### src/rtl/wb_port_arbiter_pkg.sv
// wb_port_arbiter_pkg: shared widths, register constants and grant encoding for the WB port arbiter
package wb_port_arbiter_pkg;
  localparam int XLEN = 32;
  localparam int REG_ADDR_W = 5;
  localparam logic [REG_ADDR_W-1:0] REG_X0 = '0;
  typedef enum logic [2:0] {G_NONE, G_FORCE, G_PIPE, G_HEAD, G_BYPASS} grant_e;
endpackage

### src/rtl/wb_port_arbiter_if.sv
// wb_port_arbiter_if: WB stage, aux source and register-file write-port signals of the arbiter
interface wb_port_arbiter_if
  import wb_port_arbiter_pkg::*;
#(
  parameter int size  = XLEN,
  parameter int DEPTH = 2
);
  logic                        pipe_valid_i;
  logic                        pipe_we_i;
  logic [REG_ADDR_W-1:0]       pipe_rd_i;
  logic [size-1:0]             pipe_data_i;
  logic                        pipe_stall_o;
  logic                        aux_valid_i;
  logic [REG_ADDR_W-1:0]       aux_rd_i;
  logic [size-1:0]             aux_data_i;
  logic                        aux_ready_o;
  logic                        rf_we_o;
  logic [REG_ADDR_W-1:0]       rf_rd_o;
  logic [size-1:0]             rf_data_o;
  logic                        aux_pending_o;
  logic [$clog2(DEPTH):0]      q_count_o;
  modport master (
    output pipe_valid_i, pipe_we_i, pipe_rd_i, pipe_data_i, aux_valid_i, aux_rd_i, aux_data_i,
    input  pipe_stall_o, aux_ready_o, rf_we_o, rf_rd_o, rf_data_o, aux_pending_o, q_count_o
  );
  modport slave (
    input  pipe_valid_i, pipe_we_i, pipe_rd_i, pipe_data_i, aux_valid_i, aux_rd_i, aux_data_i,
    output pipe_stall_o, aux_ready_o, rf_we_o, rf_rd_o, rf_data_o, aux_pending_o, q_count_o
  );
endinterface

### src/rtl/wb_aux_fifo.sv
// wb_aux_fifo: {rd,data,live} result FIFO with kill-by-rd; free slots are always kept dead
module wb_aux_fifo
  import wb_port_arbiter_pkg::*;
#(
  parameter int W     = XLEN,
  parameter int DEPTH = 2
) (
  input  logic                   clk,
  input  logic                   rst_n,
  input  logic                   push,
  input  logic                   pop,
  input  logic                   kill,
  input  logic [REG_ADDR_W-1:0]  push_rd,
  input  logic [W-1:0]           push_data,
  input  logic [REG_ADDR_W-1:0]  kill_rd,
  output logic [REG_ADDR_W-1:0]  head_rd,
  output logic [W-1:0]           head_data,
  output logic                   head_live,
  output logic                   any_live,
  output logic [$clog2(DEPTH):0] count
);
  localparam int AW = $clog2(DEPTH);
  logic [REG_ADDR_W-1:0] rd_q [DEPTH];
  logic [W-1:0]          data_q [DEPTH];
  logic [DEPTH-1:0]      live_q;
  logic [AW-1:0]         wp, rp;
  always_ff @(posedge clk or negedge rst_n) begin
    if (!rst_n) begin
      wp <= '0;
      rp <= '0;
      count <= '0;
      live_q <= '0;
      for (int i = 0; i < DEPTH; i++) begin
        rd_q[i] <= '0;
        data_q[i] <= '0;
      end
    end else begin
      for (int i = 0; i < DEPTH; i++)
        if (kill && rd_q[i] == kill_rd) live_q[i] <= 1'b0;
      if (pop) begin
        live_q[rp] <= 1'b0;
        rp <= rp + AW'(1);
      end
      if (push) begin
        rd_q[wp] <= push_rd;
        data_q[wp] <= push_data;
        live_q[wp] <= 1'b1;
        wp <= wp + AW'(1);
      end
      count <= count + (AW+1)'(push) - (AW+1)'(pop);
    end
  end
  assign head_rd   = rd_q[rp];
  assign head_data = data_q[rp];
  assign head_live = live_q[rp];
  assign any_live  = |live_q;
endmodule

### src/rtl/wb_port_arbiter.sv
// wb_port_arbiter: shares the register-file write port between the WB stage and queued aux results
module wb_port_arbiter
  import wb_port_arbiter_pkg::*;
#(
  parameter int size     = XLEN,
  parameter int DEPTH    = 2,
  parameter int MAX_WAIT = 4
) (
  input logic             clk,
  input logic             rst_n,
  wb_port_arbiter_if.slave bus
);
  localparam int AW = $clog2(DEPTH);
  localparam int WW = $clog2(MAX_WAIT + 1);
  logic [WW-1:0]         wait_cnt;
  logic [AW:0]           count;
  logic [REG_ADDR_W-1:0] head_rd;
  logic [size-1:0]       head_data;
  logic                  head_live, any_live, pipe_req, aux_req, ready, empty;
  logic                  head_grant, push, pop, kill;
  grant_e                grant;
  assign pipe_req = bus.pipe_valid_i & bus.pipe_we_i & (bus.pipe_rd_i != REG_X0);
  assign aux_req  = bus.aux_valid_i & (bus.aux_rd_i != REG_X0);
  assign empty    = count == '0;
  assign ready    = rst_n & (count < (AW+1)'(DEPTH));
  always_comb begin
    grant = !rst_n ? G_NONE :
            (head_live && pipe_req && wait_cnt == WW'(MAX_WAIT)) ? G_FORCE :
            pipe_req ? G_PIPE :
            head_live ? G_HEAD :
            (empty && aux_req && ready) ? G_BYPASS : G_NONE;
    head_grant = grant == G_FORCE || grant == G_HEAD;
    kill = grant == G_PIPE;
    pop  = rst_n & (head_grant | (!empty & !head_live));
    push = aux_req & ready & (grant != G_BYPASS) & !(kill && bus.aux_rd_i == bus.pipe_rd_i);
    bus.rf_we_o   = grant != G_NONE;
    bus.rf_rd_o   = head_grant ? head_rd : kill ? bus.pipe_rd_i :
                    grant == G_BYPASS ? bus.aux_rd_i : '0;
    bus.rf_data_o = head_grant ? head_data : kill ? bus.pipe_data_i :
                    grant == G_BYPASS ? bus.aux_data_i : '0;
    bus.pipe_stall_o  = grant == G_FORCE;
    bus.aux_ready_o   = ready;
    bus.aux_pending_o = any_live;
    bus.q_count_o     = count;
  end
  // a live head that loses ages toward a forced write; any other case restarts the count
  always_ff @(posedge clk or negedge rst_n) begin
    if (!rst_n) wait_cnt <= '0;
    else wait_cnt <= (head_live && !head_grant) ?
                     (wait_cnt == WW'(MAX_WAIT) ? wait_cnt : wait_cnt + WW'(1)) : '0;
  end
  wb_aux_fifo #(.W(size), .DEPTH(DEPTH)) u_fifo (
    .clk       (clk),
    .rst_n     (rst_n),
    .push      (push),
    .pop       (pop),
    .kill      (kill),
    .push_rd   (bus.aux_rd_i),
    .push_data (bus.aux_data_i),
    .kill_rd   (bus.pipe_rd_i),
    .head_rd   (head_rd),
    .head_data (head_data),
    .head_live (head_live),
    .any_live  (any_live),
    .count     (count)
  );
endmodule

### src/flat_wrapper.sv
// flat-port wrapper written by rule: the top's interface ports become plain ports
module wb_port_arbiter_flat import wb_port_arbiter_pkg::*;
#(
  parameter int size     = XLEN,
  parameter int DEPTH    = 2,
  parameter int MAX_WAIT = 4
)
  (clk, rst_n, bus_pipe_valid_i, bus_pipe_we_i, bus_pipe_rd_i, bus_pipe_data_i, bus_aux_valid_i, bus_aux_rd_i, bus_aux_data_i, bus_pipe_stall_o, bus_aux_ready_o, bus_rf_we_o, bus_rf_rd_o, bus_rf_data_o, bus_aux_pending_o, bus_q_count_o);
  wb_port_arbiter_if #(.size(size), .DEPTH(DEPTH)) bus_i ();
  input logic clk;
  input logic rst_n;
  input wire logic [$bits(bus_i.pipe_valid_i)-1:0] bus_pipe_valid_i;
  input wire logic [$bits(bus_i.pipe_we_i)-1:0] bus_pipe_we_i;
  input wire logic [$bits(bus_i.pipe_rd_i)-1:0] bus_pipe_rd_i;
  input wire logic [$bits(bus_i.pipe_data_i)-1:0] bus_pipe_data_i;
  input wire logic [$bits(bus_i.aux_valid_i)-1:0] bus_aux_valid_i;
  input wire logic [$bits(bus_i.aux_rd_i)-1:0] bus_aux_rd_i;
  input wire logic [$bits(bus_i.aux_data_i)-1:0] bus_aux_data_i;
  output wire logic [$bits(bus_i.pipe_stall_o)-1:0] bus_pipe_stall_o;
  output wire logic [$bits(bus_i.aux_ready_o)-1:0] bus_aux_ready_o;
  output wire logic [$bits(bus_i.rf_we_o)-1:0] bus_rf_we_o;
  output wire logic [$bits(bus_i.rf_rd_o)-1:0] bus_rf_rd_o;
  output wire logic [$bits(bus_i.rf_data_o)-1:0] bus_rf_data_o;
  output wire logic [$bits(bus_i.aux_pending_o)-1:0] bus_aux_pending_o;
  output wire logic [$bits(bus_i.q_count_o)-1:0] bus_q_count_o;
  assign bus_i.pipe_valid_i = bus_pipe_valid_i;
  assign bus_i.pipe_we_i = bus_pipe_we_i;
  assign bus_i.pipe_rd_i = bus_pipe_rd_i;
  assign bus_i.pipe_data_i = bus_pipe_data_i;
  assign bus_i.aux_valid_i = bus_aux_valid_i;
  assign bus_i.aux_rd_i = bus_aux_rd_i;
  assign bus_i.aux_data_i = bus_aux_data_i;
  assign bus_pipe_stall_o = bus_i.pipe_stall_o;
  assign bus_aux_ready_o = bus_i.aux_ready_o;
  assign bus_rf_we_o = bus_i.rf_we_o;
  assign bus_rf_rd_o = bus_i.rf_rd_o;
  assign bus_rf_data_o = bus_i.rf_data_o;
  assign bus_aux_pending_o = bus_i.aux_pending_o;
  assign bus_q_count_o = bus_i.q_count_o;
  wb_port_arbiter #(.size(size), .DEPTH(DEPTH), .MAX_WAIT(MAX_WAIT)) u_core (.clk(clk), .rst_n(rst_n), .bus(bus_i));
endmodule
### config.mk
export PLATFORM = sky130hd
export DESIGN_NAME = wb_port_arbiter_flat
export DESIGN_NICKNAME = d
export VERILOG_FILES = /design/src/rtl/wb_port_arbiter_pkg.sv /design/src/rtl/wb_port_arbiter_if.sv /design/src/rtl/wb_aux_fifo.sv /design/src/rtl/wb_port_arbiter.sv /design/src/flat_wrapper.sv
export SDC_FILE = /design/constraint.sdc
export NUM_CORES = 1
export LEC_CHECK = 0
export BUFFER_PORTS_ARGS = -buffer_cell sky130_fd_sc_hd__buf_4
export CAP_MARGIN = 20
export CORE_UTILIZATION = 35
export DETAILED_ROUTE_END_ITERATION = 12
export GPL_TIMING_DRIVEN = 1
export PLACE_DENSITY_LB_ADDON = 0.15
export SETUP_SLACK_MARGIN = 0.1
export SYNTH_ARGS = -nofsm -noshare
export SYNTH_HDL_FRONTEND = slang
export SYNTH_SLANG_ARGS = --single-unit
### constraint.sdc
create_clock -name clk -period 5.4 [get_ports clk]
set_input_delay 1.08 -clock clk [delete_from_list [all_inputs] [get_ports clk]]
set_output_delay 1.08 -clock clk [all_outputs]
set_load 0.05 [all_outputs]
=== Yosys cells after proc, flatten, opt, wreduce, memory -nomap -nowiden ===
Index checks and enable logic that the tools add are counted.

* Flip-flop bits (word level): 83
* Latch bits: 0
* Memory bits (writable): 0
* Memory bits (read-only): 0
* Input port bits: 79
* Output and inout bits: 43
* Logic and storage cells: 103
* Memories: 0

* Add/sub/neg operators: 5
* Multiply operators: 0
* Div/mod/pow operators: 0
* Order comparisons: 8
* Equality and inequality tests: 10
* Shifts and indexed selects: 0
* Multiplexer cells: 35
* Bitwise gates (word level): 15
* Reduce and logical (&&, ||, !) cells: 21

{| class="wikitable"
|+ Operators by type and width
! kind !! count
|-
| $mux W32 || 7
|-
| $bwmux W64 || 1
|-
| $mux W5 || 7
|-
| $demux W32 S1 || 1
|-
| $mux W3 || 7
|-
| $eq A5 B5 Y1 || 3
|-
| $logic_and A1 B1 Y1 || 11
|-
| $bwmux W10 || 1
|-
| $reduce_bool A5 Y1 || 2
|-
| $and A1 B1 Y1 || 9
|-
| $eq A3 B2 Y1 const B || 2
|-
| $eq A3 B3 Y1 const B || 2
|-
| $mux W1 || 6
|-
| $demux W5 S1 || 1
|-
| $ge A2 B2 Y1 const B || 2
|-
| $logic_not A1 Y1 || 4
|-
| $lt A1 B2 Y1 const B || 2
|-
| $mux W2 || 2
|-
| $not A1 Y2 || 2
|-
| $add A3 B1 Y3 const B || 1
|-
| $eq A3 B1 Y1 const B || 1
|-
| $ne A3 B3 Y1 const B || 1
|-
| $reduce_bool A3 Y1 || 1
|-
| $add A1 B1 Y1 const B || 2
|-
| other kinds (14) || 16
|}

=== Depth between registers and ports, before layout ===
Gate-level depths: netlist of run 1.

* Depth after elaboration: 16
* Depth in mapped cells: 12
* Mapped depth without buffers: 11

=== Hierarchy ===
Synthesis of run 1 repeated with hierarchy kept, for this count alone.

* Cells, all modules: 369
* Area total of the unflattened synthesis: 4625.7 um2

{| class="wikitable"
|+ Modules (own cells, without submodules)
! module !! instances !! cells an instance !! area an instance (um2) !! seq. area each (um2)
|-
| wb_aux_fifo || 1 || 234 || 3568.4 || 2001.9
|-
| wb_port_arbiter || 1 || 135 || 1057.3 || 75.1
|}

=== Worst setup path before layout of run 1 ===
No wires, ideal clock.

* Path type: input to output
* From: in rst_n
* To: out bus_rf_data_o[0]
* Arrival time: 3.209 ns
* Data required time: 4.320 ns
* Slack: 1.111 ns
* Stages: 5
* Path buffers: 1
* Cell sequence: nor2b_1 o211ai_1 nor2_1 buf_2 a221o_1

* Longest elaborated chain between the ends: 11
* Elaborated cells on any way between the ends: 15
* Those cells by class: eq/ne: 4; mux: 8; bitwise: 1; reduce/logical: 2

{| class="wikitable"
|+ RTL lines
! element !! line !! source
|-
| start, declared || flat_wrapper.sv:11 || <nowiki>input logic rst_n;</nowiki>
|-
| $and A1 B1 Y1 || wb_port_arbiter.sv:25 || <nowiki>assign ready = rst_n & (count < (AW+1)'(DEPTH));</nowiki>
|-
| $logic_and A1 B1 Y1 || wb_port_arbiter.sv:31 || <nowiki>(empty && aux_req && ready) ? G_BYPASS : G_NONE;</nowiki>
|-
| $mux W3 || wb_port_arbiter.sv:31 ||
|-
| $mux W3 || wb_port_arbiter.sv:30 || <nowiki>head_live ? G_HEAD :</nowiki>
|-
| $mux W3 || wb_port_arbiter.sv:29 || <nowiki>pipe_req ? G_PIPE :</nowiki>
|-
| $mux W3 || wb_port_arbiter.sv:28 || <nowiki>(head_live && pipe_req && wait_cnt == WW'(MAX_WAIT)) ? G_FORCE :</nowiki>
|-
| $mux W3 (*) || wb_port_arbiter.sv:27 || <nowiki>grant = !rst_n ? G_NONE :</nowiki>
|-
| $eq A3 B3 Y1 || wb_port_arbiter.sv:40 || <nowiki>grant == G_BYPASS ? bus.aux_data_i : '0;</nowiki>
|-
| $mux W32 || wb_port_arbiter.sv:40 ||
|-
| $mux W32 || wb_port_arbiter.sv:39 || <nowiki>bus.rf_data_o = head_grant ? head_data : kill ? bus.pipe_data_i :</nowiki>
|-
| $mux W32 (*) || wb_port_arbiter.sv:39 ||
|-
| end, declared || flat_wrapper.sv:23 || <nowiki>output wire logic [$bits(bus_i.rf_data_o)-1:0] bus_rf_data_o;</nowiki>
|}

Mark *: on every way between the ends. The rest lies on a longest branch, timed or not.

=== Final worst setup path of run 1 ===
* From: in bus_pipe_rd_i[0]
* To: out bus_rf_data_o[5]

* Longest elaborated chain between the ends: 10
* Elaborated cells on any way between the ends: 15
* Those cells by class: eq/ne: 4; mux: 6; bitwise: 1; reduce/logical: 4

{| class="wikitable"
|+ RTL lines
! element !! line !! source
|-
| start, declared || flat_wrapper.sv:14 || <nowiki>input wire logic [$bits(bus_i.pipe_rd_i)-1:0] bus_pipe_rd_i;</nowiki>
|-
| $reduce_bool A5 Y1 (*) || wb_port_arbiter.sv:22 || <nowiki>assign pipe_req = bus.pipe_valid_i & bus.pipe_we_i & (bus.pipe_rd_i != REG_X0);</nowiki>
|-
| $and A1 B1 Y1 (*) || wb_port_arbiter.sv:22 ||
|-
| $logic_and A1 B1 Y1 (2 in a row) || wb_port_arbiter.sv:28 ||
|-
| $mux W3 (*) || wb_port_arbiter.sv:28 ||
|-
| $mux W3 (*) || wb_port_arbiter.sv:27 ||
|-
| $eq A3 B3 Y1 || wb_port_arbiter.sv:40 ||
|-
| $mux W32 || wb_port_arbiter.sv:40 ||
|-
| $mux W32 || wb_port_arbiter.sv:39 ||
|-
| $mux W32 (*) || wb_port_arbiter.sv:39 ||
|}

Marks and branches as above.

==> results.rst, run 1 <==
.. list-table::
   :header-rows: 1

   * - Metric
     - Value
   * - Result of the run
     - finished, final reports clean
   * - Post-synth EDFFs
     - 0
   * - Count of unique library cells instantiated by Yosys
     - 40
   * - Post-Place Worst Slack
     - 1101 ps
   * - Buffer levels on the longest clock path
     - 2
   * - Maximum clock rate
     - 0.2359 GHz
   * - Cell types with the largest area share after synthesis
     - dfrtp_1, mux2_4, mux2_2
   * - Final hold vios
     - 0
   * - Async SR Flop Fraction
     - 100.0%
   * - Count of antenna-violating nets left after detailed routing
     - 0
   * - Pin count of the biggest net entering global routing
     - between 40 and 50
   * - First-pass GRT wire length
     - ~19000 um
   * - Critical Path End Type
     - output pin
   * - Worst Setup Slack, final
     - roughly 1200 ps
   * - Number of design-rule violations left by the first detailed-router iteration
     - between 100 and 150
   * - Initial core utilization
     - roughly 36%
   * - Root Buffer Master
     - clkbuf_16
   * - Most common flop cell mapped by yosys
     - dfrtp_1
   * - Post-Place Cell Area
     - about 5700 um2
   * - Setup repair after global routing missed its margin
     - no
   * - I/O pin cnt
     - 122
   * - Yosys synthesis warning count
     - 0
   * - Highest ir drop seen on vdd
     - ~0.00018 V
   * - Vias in the first global route
     - between 3000 and 4000
   * - Worst skew pair latency
     - approximately 340 ps
   * - Final worst path period need
     - 4238 ps
   * - HPWL after DPL
     - around 7400 um
   * - Total GRT Usage
     - between 15 and 20%
   * - Number of nets in the synthesized netlist
     - 460
   * - Pins over their slew limit
     - 0
   * - Via/cell ratio
     - between 5 and 6
   * - Avg Inst Size Synth
     - approximately 13 um2
   * - Slew at the pin closest to its max-slew limit
     - just under 1000 ps
   * - Routability congestion estimate
     - between 0.7 and 0.8
   * - Number of nets in the finished design
     - ~570
   * - Period Utilization, post-route
     - 78.49%
   * - Post_cts resized
     - 0
   * - Static power due to leakage
     - 2.936 nW
   * - Global-route congestion overflow total
     - 0
   * - Worst slew margin relative to its limit
     - ~36%
   * - Signed area change from the synthesized netlist to the final layout
     - 26.61%
   * - Cell area after synthesis
     - about 4700 um2
   * - Core Area
     - between 10000 and 15000 um2
   * - Sum of routed wire length over all layers
     - about 11000 um
   * - Standard-cell rows
     - between 40 and 50
   * - Buffers added on ports
     - roughly 120
   * - Cell type with the largest total area after synthesis
     - dfrtp_1
   * - Gate Count Post-Synth
     - 377
   * - Most common library cells after synthesis
     - dfrtp_1, a221o_1, nor2_1, mux2_4
   * - Hold slack
     - around 500 ps
   * - Area share of the largest cell type after synthesis
     - approximately 44%
   * - Critical path class
     - primary input to output pin
   * - Share of cells above drive strength 1
     - 46.52%
   * - Vertical extent of the die
     - approximately 120 um
   * - Initial antenna violation count
     - 0
   * - Area enclosed by the die boundary
     - about 14000 um2
   * - Num CTS Buffers
     - 9
   * - Number of buffers added to fix hold violations after cts
     - 0
   * - Count of unresolved DRC violations after routing
     - 0
   * - Finished layout cell area
     - approximately 6000 um2
   * - TritonCTS clock tree
     - done
   * - Critical path arrival
     - around 3200 ps
   * - Post-CTS setup buffer count
     - 0
   * - Length of the first detailed-routing pass in iterations
     - 4
   * - Number of violations of the max-capacitance limit
     - 0
   * - Final-layout setup total negative slack
     - 0 ps
   * - Most frequent cell after synthesis
     - dfrtp_1
   * - Clock sink total
     - 83
   * - Hold Crit Class
     - flop to flop
   * - Maximum fanout along the worst path
     - 37
   * - Horizontal die dimension
     - around 120 um
   * - Hold path start
     - u_core.u_fifo.data_q[45]
   * - Worst reg2reg path startpoint
     - u_core.wait_cnt[0]
   * - Power density over cell area
     - 524.7 nW/um2
   * - Req. time, crit path
     - about 4300 ps
   * - Startpoint type of the worst setup path
     - primary input
   * - Flip-flop and latch count after synthesis
     - between 80 and 90
   * - Start point of the critical path
     - bus_pipe_rd_i[0]
   * - Routed len/inst
     - around 17 um
   * - # diodes
     - 0
   * - Largest clock skew in the final design
     - roughly 5.8 ps
   * - Sequential element share of the synthesized area
     - between 40% and 50%
   * - Number of H-tree branching levels
     - 3
   * - Clock transition at the register clock pins on the worst setup and hold paths after CTS
     - approximately 60 ps
   * - Vias
     - about 3400
   * - Setup violators final
     - 0
==> kinds of logic after synthesis <==
logic type / Yosys count / synth area share (%)
flops: 83 / 43.73
fa+ha+maj: 4 / 1.054
simple gates: 65 / 6.270
xor+xnor: 20 / 3.688
mux: 112 / 28.58
buf+inv: 39 / 5.084
compound gates: 54 / 11.59
==> where the power goes <==
| group | internal, W | leakage (nW) | switching (W) |
|---|---|---|---|
| logic | 0.000719 | 1.79 | 0.000743 |
| clock network | 0.000335 | 0.135 | 0.000252 |
| registers | 0.000925 | 1.01 | 0.000181 |
| total | 0.00198 | 2.94 | 0.00118 |
==> flip-flops by register name (all words and copies together) (netlist names) <==
signal / count
u_core.wait_cnt: 3
u_core.u_fifo.wp: 1
u_core.u_fifo.data_q: 64
u_core.u_fifo.rp: 1
u_core.u_fifo.count: 2
u_core.u_fifo.live_q: 2
u_core.u_fifo.rd_q: 10
==> metrics by stage <==
| step | util, % | total power (W) | cells |
|---|---|---|---|
| CTS | 45.41 | 0.003200 | 664 |
| global placement | 43.28 | 0.002558 | 648 |
| detailed placement | 43.28 | 0.002596 | 648 |
| global route | 45.41 | 0.003354 | 664 |
| finish | 45.41 | 0.003155 | 664 |
| floorplan | - | 0.002229 | 377 |
==> final timing paths <==
kind | endpoint | slack [ps] | depth (start not counted)
setup / recovery | bus_rf_data_o[5] | 1160 | 7
hold / removal | u_core.u_fifo.data_q[45] | 500 | 1
setup reg to reg | u_core.u_fifo.rd_q[3] | 2200 | 8
hold reg to reg | u_core.u_fifo.data_q[45] | 500 | 1
max in group asynchronous | u_core.u_fifo.data_q[18] | 3930 | 2
min in group asynchronous | u_core.u_fifo.rd_q[0] | 610 | 1
==> final cells by class <==
type                    instances  area [um2]
clock inverters                 4       25.02
inverters                       8       30.03
multi-input cells             255        2457
flip-flops and latches         83        2078
repair buffers                126       945.9
clock buffers                  12       256.5
well taps                     176       220.2
fillers                      1250        7229
==> critical path: stages <==
cell	delay, ps
buf_4	150
nor4_4	390
a21o_1	190
nand2_1	100
nor2_4	740
a221o_1	300
buf_4	200
==> cell usage in the layout (no fill, tap or decap), types with 3 or more instances in the layout <==
cell type  count
nor2_1        38
mux2_4        38
nor3_1         3
xor2_1         7
mux2i_1       37
nand2_1        9
dfrtp_1       82
xnor2_1       13
mux2_2        37
inv_1          8
a21oi_1        3
a221o_1       39
buf_4        126
clkbuf_16      9
ha_1           4
==> per-layer routing <==
metal / share of wire [%] / up-vias / track usage (%) / wire (um)
met2: 47 / 90 / 27.43 / 5291
met1: 47 / 1697 / 22.35 / 5258
met5: 0 / - / 0 / 0
met3: 4.7 / 11 / 4.151 / 522
met4: 1.3 / 0 / 5.459 / 151
li1: - / 1594 / - / -
No activity file was read; power rests on OpenSTA's default activity.
==> inputs of run 2 (changes only) <==
--- a/config.mk
+++ b/config.mk
@@ -5,6 +5,7 @@
 export SDC_FILE = /design/constraint.sdc
 export NUM_CORES = 1
 export LEC_CHECK = 0
+export ABC_AREA = 1
 export BUFFER_PORTS_ARGS = -buffer_cell sky130_fd_sc_hd__buf_4
 export CAP_MARGIN = 20
 export CORE_UTILIZATION = 35
==> constraint.sdc (replaced) <==
create_clock -name clk -period 4 [get_ports clk]
set_input_delay 0.8 -clock clk [delete_from_list [all_inputs] [get_ports clk]]
set_output_delay 0.8 -clock clk [all_outputs]
set_load 0.05 [all_outputs]
==> results.rst, run 2 <==
.. list-table::
   :header-rows: 1

   * - Metric
     - Value
   * - Result of the run
     - finished, final reports clean
   * - Initial antenna violation count
     - 0 (unchanged)
   * - Flip-flop and latch count after synthesis
     - 83 (unchanged)
   * - Cells traversed along the worst timing path
     - buf_4 -> inv_1 -> buf_4 -> or2_2 -> o21ai_0 -> o211ai_1 -> buf_4
   * - Largest clock skew in the final design
     - 7.777 ps (+1.939 ps)
   * - Total design power
     - 0.004617 W (+46%)
   * - I/O pin cnt
     - 122 (unchanged)
   * - Hold Crit Class
     - flop to flop
   * - Horizontal die dimension
     - 121.6 um (+2.6%)
   * - Most common library cells after synthesis
     - nand2_1, dfrtp_1, nand4_1, o21ai_0, o211ai_1
   * - Length of the first detailed-routing pass in iterations
     - 5 (+1)
   * - Req. time, crit path
     - 3200 ps (-1120 ps)
   * - Gate Count Post-Synth
     - 654 (+73%)
   * - Post_cts resized
     - 0 (unchanged)
   * - Num CTS Buffers
     - 9 (unchanged)
   * - Routability congestion estimate
     - 0.8516 (+14%)
   * - Critical-path top delay cell
     - inv_1
   * - Area share of the largest cell type after synthesis
     - 41.51% (-2.2 points)
   * - Commonest non-fill, non-tap cells in the layout
     - nand2_1, buf_4, dfrtp_1
   * - Number of buffers added to fix hold violations after cts
     - 0 (unchanged)
   * - Number of violations of the max-capacitance limit
     - 0 (unchanged)
   * - Maximum clock rate
     - 0.2969 GHz
   * - Slew at the pin closest to its max-slew limit
     - 752.7 ps (-210.5 ps)
   * - Top cell by count, worst path
     - buf_4
   * - Count of antenna-violating nets left after detailed routing
     - 0 (unchanged)
   * - Total GRT Usage
     - 21.29% (+4.3 points)
   * - Final worst path period need
     - between 3000 and 4000 ps
   * - Total of fill cells in the finished design
     - 1430 (+14%)
   * - Cell types with the largest area share after synthesis
     - dfrtp_1, nand2_1, nand4_1
   * - Setup repair after global routing missed its margin
     - no
   * - Vias
     - 4889 (+44%)
   * - Vertical extent of the die
     - 121.6 um (+2.6%)
   * - Max stage delay on crit path
     - 490 ps (-250 ps)
   * - Cell area after synthesis
     - 5004 um2 (+5.3%)
   * - Most frequent cell after synthesis
     - nand2_1
   * - Critical path arrival
     - 2570 ps (-590 ps)
   * - Static power due to leakage
     - 3.060 nW (+4.3%)
   * - Standard-cell rows
     - 43 (+2.4%)
   * - Buffers added on ports
     - 121 (unchanged)
   * - Startpoint type of the worst setup path
     - flop
   * - Top reg by flops
     - u_core.u_fifo.data_q
   * - Critical path class
     - flop to output pin
   * - Initial core utilization
     - 35.91% (+0.042 points)
   * - Clock transition at the register clock pins on the worst setup and hold paths after CTS
     - 60 ps (about the same)
   * - Post-synth EDFFs
     - 0 (unchanged)
   * - Post-CTS setup buffer count
     - 0 (unchanged)
   * - Signed area change from the synthesized netlist to the final layout
     - 24.96%
   * - Power density over cell area
     - 738.4 nW/um2 (+41%)
   * - Number of nets in the finished design
     - 831 (+47%)
   * - Count of unique library cells instantiated by Yosys
     - 29 (-28%)
   * - Root Buffer Master
     - clkbuf_16
   * - Pin count of the biggest net entering global routing
     - 60 (+40%)
   * - Number of nets in the synthesized netlist
     - 737 (+60%)
   * - First-pass GRT wire length
     - 24650 um (+33%)
   * - Period Utilization, post-route
     - between 80 and 90%
   * - Yosys synthesis warning count
     - 0 (unchanged)
   * - Share of cells above drive strength 1
     - 26.83% (-20 points)
   * - Worst skew pair latency
     - 330 ps (about the same)
   * - Most common library cell in the layout ignoring fill and taps
     - nand2_1
   * - Buffer levels on the longest clock path
     - 2 (unchanged)
   * - Setup violators final
     - 0 (unchanged)
   * - Vias in the first global route
     - 4817 (+36%)
   * - Final hold vios
     - 0 (unchanged)
   * - Most common flop cell mapped by yosys
     - dfrtp_1
   * - Pins over their slew limit
     - 0 (unchanged)
   * - Routed len/inst
     - 15.91 um (-5.9%)
   * - Cell type with the largest total area after synthesis
     - dfrtp_1
   * - Worst slew margin relative to its limit
     - 49.82% (+14 points)
   * - Critical Path End Type
     - output pin
   * - Sum of routed wire length over all layers
     - 14840 um (+32%)
   * - Sequential element share of the synthesized area
     - 41.51% (-2.2 points)
   * - Avg Inst Size Synth
     - 7.651 um2 (-39%)
   * - Flip-flop count of the largest register after layout
     - 64 (unchanged)
   * - Highest ir drop seen on vdd
     - 0.0002705 V (+53%)
   * - Async SR Flop Fraction
     - 100.0% (unchanged)
   * - Maximum fanout along the worst path
     - 21 (-43%)
   * - Global-route congestion overflow total
     - 0 (unchanged)
   * - Number of design-rule violations left by the first detailed-router iteration
     - 373 (+210%)
   * - Leading registers by flop count
     - u_core.u_fifo.data_q x64, u_core.u_fifo.rd_q x10, u_core.wait_cnt x3
   * - TritonCTS clock tree
     - done
   * - Final-layout setup total negative slack
     - 0 ps (unchanged)
   * - Number of H-tree branching levels
     - 3 (unchanged)
   * - Clock sink total
     - 83 (unchanged)
   * - Via/cell ratio
     - 5.240 (+2.6%)
   * - Count of unresolved DRC violations after routing
     - 0 (unchanged)
   * - # diodes
     - 0 (unchanged)
   * - HPWL after DPL
     - 9795 um (+32%)
   * - Core Area
     - 13930 um2 (+5.2%)
   * - Area enclosed by the die boundary
     - 14780 um2 (+5.3%)
[run 2: cell count changes in the layout (fill, tap and decap cells not counted), moves of 25 or more]
cell	previous run	this run
o211ai_1	2	36
nand4_1	1	75
a221o_1	39	0
o21ai_0	1	39
mux2i_1	37	0
mux2_2	37	0
or2_2	1	26
nand2_1	9	244
mux2_4	38	0
nor2_1	38	7
[run 2: final timing paths]
check	startpoint	endpoint	slack [ps]	depth (start not counted)
worst max-delay path	u_core.u_fifo.rp	bus_rf_data_o[1]	630	7
worst min-delay path	u_core.u_fifo.data_q[19]	u_core.u_fifo.data_q[19]	460	2
worst max register to register	u_core.wait_cnt[0]	u_core.u_fifo.data_q[41]	1150	11
worst min register to register	u_core.u_fifo.data_q[19]	u_core.u_fifo.data_q[19]	460	2
max in group asynchronous	rst_n	u_core.u_fifo.data_q[15]	2820	2
min in group asynchronous	rst_n	u_core.u_fifo.count[1]	530	2
[run 2: per-stage QoR]
step	cells	setup slack, ps	area (um2)	util (%)	hold slack (ps)
5_1_grt	933	459.0	6252	44.87	488.2
3_3_place_gp	917	791.0	5948	42.69	445.8
6_report	933	632.2	6252	44.87	464.9
2_1_floorplan	654	710.9	5004	-	434.5
3_5_place_dp	917	721.7	5948	42.69	450.8
4_1_cts	933	634.5	6252	44.87	466.4
[run 2: routing by layer]
layer	vias to the layer above	GRT usage [%]	wire length (um)	part of all wire [%]
met3	13	3.558	764	5.1
met2	157	34.66	7095	48
met1	2343	29.49	6834	46
met5	-	0	0	0
met4	0	5.015	150	1.0
li1	2376	-	-	-
[run 2: worst max-delay path: cells and delay by family (launching register included)]
family	cells	cell delay (ps)
flops	1	410
buf+inv	4	1320
simple gates	1	140
compound gates	2	360
[run 2: cell type report]
type	count	area [um2]	area share [%]
clock inverter	5	61.31	0.9806
multi-input combinational	492	2516	40.24
sequential	83	2077	33.22
inverter	23	86.33	1.381
timing repair buffer	139	1044	16.69
tap	180	225.2	3.602
clock buffer	11	242.7	3.882
[run 2: report_power, final]
| part | leakage, nW | switching [W] | total, W | internal, W |
|---|---|---|---|---|
| sequential | 1.04 | 0.000246 | 0.00147 | 0.00123 |
| clock | 0.138 | 0.000338 | 0.000841 | 0.000503 |
| combinational | 1.88 | 0.00153 | 0.00230 | 0.000778 |
| total | 3.06 | 0.00211 | 0.00462 | 0.00251 |
[run 2: cell families after synthesis]
kind of cell	after synthesis	share of synthesized area, %
fa+ha+maj	4	1.000
buf+inv	79	8.202
simple gates	390	36.31
compound gates	83	10.35
flops	83	41.51
xor+xnor	15	2.626
==> inputs of run 3 (changes only) <==
--- a/config.mk
+++ b/config.mk
@@ -5,7 +5,7 @@
 export SDC_FILE = /design/constraint.sdc
 export NUM_CORES = 1
 export LEC_CHECK = 0
-export ABC_AREA = 1
+export ABC_AREA = 0
 export BUFFER_PORTS_ARGS = -buffer_cell sky130_fd_sc_hd__buf_4
 export CAP_MARGIN = 20
 export CORE_UTILIZATION = 35
==> constraint.sdc (replaced) <==
create_clock -name clk -period 3.13 [get_ports clk]
set_input_delay 0.626 -clock clk [delete_from_list [all_inputs] [get_ports clk]]
set_output_delay 0.626 -clock clk [all_outputs]
set_load 0.05 [all_outputs]
==> results.rst, run 3 (same netlist as run 1, synthesis figures left out) <==
.. list-table::
   :header-rows: 1

   * - Metric
     - Value
   * - Final worst path period need
     - 2991 ps
   * - Initial antenna violation count
     - 0 (unchanged)
   * - Number of design-rule violations left by the first detailed-router iteration
     - 116 (-69%)
   * - Flip-flop count of the largest register after layout
     - 64 (unchanged)
   * - Power density over cell area
     - 880.9 nW/um2 (+19%)
   * - Length of the first detailed-routing pass in iterations
     - 4 (-1)
   * - Hold slack
     - 281.1 ps (-183.8 ps)
   * - Setup violators final
     - 0 (unchanged)
   * - Slew at the pin closest to its max-slew limit
     - 878.6 ps (+125.9 ps)
   * - Req. time, crit path
     - 2500 ps (-700 ps)
   * - Number of H-tree branching levels
     - 3 (unchanged)
   * - Pin count of the biggest net entering global routing
     - 69 (+15%)
   * - Result of the run
     - finished, final reports clean
   * - Worst slew margin relative to its limit
     - 41.43% (-8.4 points)
   * - Worst skew pair latency
     - 330 ps (about the same)
   * - Routability congestion estimate
     - 0.7404 (-13%)
   * - First-pass GRT wire length
     - 19530 um (-21%)
   * - Signed area change from the synthesized netlist to the final layout
     - 36.80%
   * - TritonCTS clock tree
     - done
   * - Root Buffer Master
     - clkbuf_16
   * - Number of buffers added to fix hold violations after cts
     - 0 (unchanged)
   * - Buffers added on ports
     - 121 (unchanged)
   * - Hold Crit Class
     - primary input to asynchronous set/reset pin
   * - Critical path arrival
     - 2370 ps (-200 ps)
   * - Number of violations of the max-capacitance limit
     - 0 (unchanged)
   * - Startpoint type of the worst setup path
     - primary input
   * - Clock transition at the register clock pins on the worst setup and hold paths after CTS
     - 60 ps (about the same)
   * - Most common library cell in the layout ignoring fill and taps
     - buf_4
   * - Vias
     - 3492 (-29%)
   * - Initial core utilization
     - 35.87% (-0.042 points)
   * - Count of antenna-violating nets left after detailed routing
     - 0 (unchanged)
   * - Highest ir drop seen on vdd
     - 0.0003153 V (+17%)
   * - Standard-cell rows
     - 42 (-2.3%)
   * - Total of fill cells in the finished design
     - 1233 (-14%)
   * - Buffer levels on the longest clock path
     - 2 (unchanged)
   * - Maximum fanout along the worst path
     - 6 (-71%)
   * - Vias in the first global route
     - 3676 (-24%)
   * - Period Utilization, post-route
     - 95.57%
   * - Final hold vios
     - 0 (unchanged)
   * - Routed len/inst
     - 17.50 um (+10%)
   * - Area enclosed by the die boundary
     - 14040 um2 (-5.0%)
   * - Horizontal die dimension
     - 118.5 um (-2.5%)
   * - Total design power
     - 0.005724 W (+24%)
   * - Total GRT Usage
     - 17.65% (-3.6 points)
   * - HPWL after DPL
     - 7675 um (-22%)
   * - Num CTS Buffers
     - 9 (unchanged)
   * - Static power due to leakage
     - 3.153 nW (+3.0%)
   * - Critical path class
     - primary input to output pin
   * - Top reg by flops
     - u_core.u_fifo.data_q
   * - Largest clock skew in the final design
     - 6.542 ps (-1.235 ps)
   * - Vertical extent of the die
     - 118.5 um (-2.5%)
   * - Pins over their slew limit
     - 0 (unchanged)
   * - Worst reg2reg path startpoint
     - u_core.u_fifo.count[1]
   * - Clock sink total
     - 83 (unchanged)
   * - Core Area
     - 13240 um2 (-5.0%)
   * - Critical Path End Type
     - output pin
   * - Number of nets in the finished design
     - 591 (-29%)
   * - Global-route congestion overflow total
     - 0 (unchanged)
   * - Maximum clock rate
     - around 0.33 GHz
   * - Start point of the critical path
     - bus_aux_rd_i[4]
   * - Commonest non-fill, non-tap cells in the layout
     - buf_4, dfrtp_1, buf_6
   * - Share of cells above drive strength 1
     - 49.90% (+23 points)
   * - I/O pin cnt
     - 122 (unchanged)
   * - Setup repair after global routing missed its margin
     - yes
   * - Count of unresolved DRC violations after routing
     - 0 (unchanged)
   * - # diodes
     - 0 (unchanged)
   * - Via/cell ratio
     - 5.068 (-3.3%)
   * - Sum of routed wire length over all layers
     - 12060 um (-19%)
   * - Leading registers by flop count
     - u_core.u_fifo.data_q x64, u_core.u_fifo.rd_q x10, u_core.wait_cnt x3
==> run 3: cell types whose count changed in the layout (fill, tap and decap cells not counted), moves of 37 or more <==
cell / previous run / this run
nand2_1: 244 / 8
nand4_1: 75 / 1
buf_6: 0 / 40
a221o_1: 0 / 39
mux2_4: 0 / 38
o21ai_0: 39 / 1
buf_4: 139 / 102
mux2_2: 0 / 37
mux2i_1: 0 / 37
==> run 3: repair_timing <==
| action | in CTS | in global routing |
|---|---|---|
| resized for setup | 40 | 12 |
| endpoints found under the hold margin | 0 | 0 |
| setup endpoints to repair | 37 | 37 |
| cloned | 1 | 1 |
| buffers inserted | 7 | 3 |
| pin swaps | 10 | 14 |
==> run 3: final timing paths <==
kind	cells after the start	to	slack, ps
worst max register to register	11	u_core.u_fifo.count[1]	490
worst min-delay path	2	u_core.u_fifo.data_q[61]	280
worst min register to register	1	u_core.u_fifo.data_q[57]	510
max in group asynchronous	3	u_core.u_fifo.rp	1630
worst max-delay path	8	bus_rf_data_o[28]	140
min in group clk	1	u_core.u_fifo.data_q[57]	510
==> run 3: through the flow <==
stage | worst slack [ps] | instances | setup TNS (ps) | instance area [um2] | util, %
global placement | -35.80 | 661 | -112.2 | 5888 | 44.46
floorplan | 114.9 | 377 | 0 | 4760 | -
CTS | 87.20 | 685 | 0 | 6405 | 48.37
global route | 88.90 | 689 | 0 | 6497 | 49.06
detailed placement | -73.75 | 661 | -1379 | 5888 | 44.46
finish | 138.6 | 689 | 0 | 6497 | 49.06
==> run 3: layer usage <==
metal  wire [um]  up-vias  part of all wire [%]  GRT usage [%]
li1            -     1647                     -              -
met1        5828     1748                    48          24.81
met2        5662       91                    47          28.16
met3         478        6                   4.0          2.992
met4          86        0                  0.71          4.509
met5           0        -                     0              0
==> run 3: critical path: stages <==
cell and delay [ps]:
buf_8 100, or4_4 520, o211ai_1 170, buf_4 190, nor2_4 90, clkbuf_16 180, a221o_1 330, buf_6 160
==> run 3: report_power, final <==
group	internal, W	switching [W]
logic	0.00140	0.00134
clock network	0.000641	0.000423
registers	0.00160	0.000320
total	0.00364	0.00209
==> run 3: final cells by class <==
cell class / count / area [um2] / share of cell area, %
inverter: 8 / 30.03 / 0.4622
sequential: 83 / 2078 / 31.99
clock inverter: 4 / 48.80 / 0.7510
tap: 176 / 220.2 / 3.389
clock buffer: 12 / 246.5 / 3.794
timing repair buffer: 150 / 1376 / 21.18
multi-input combinational: 256 / 2497 / 38.44
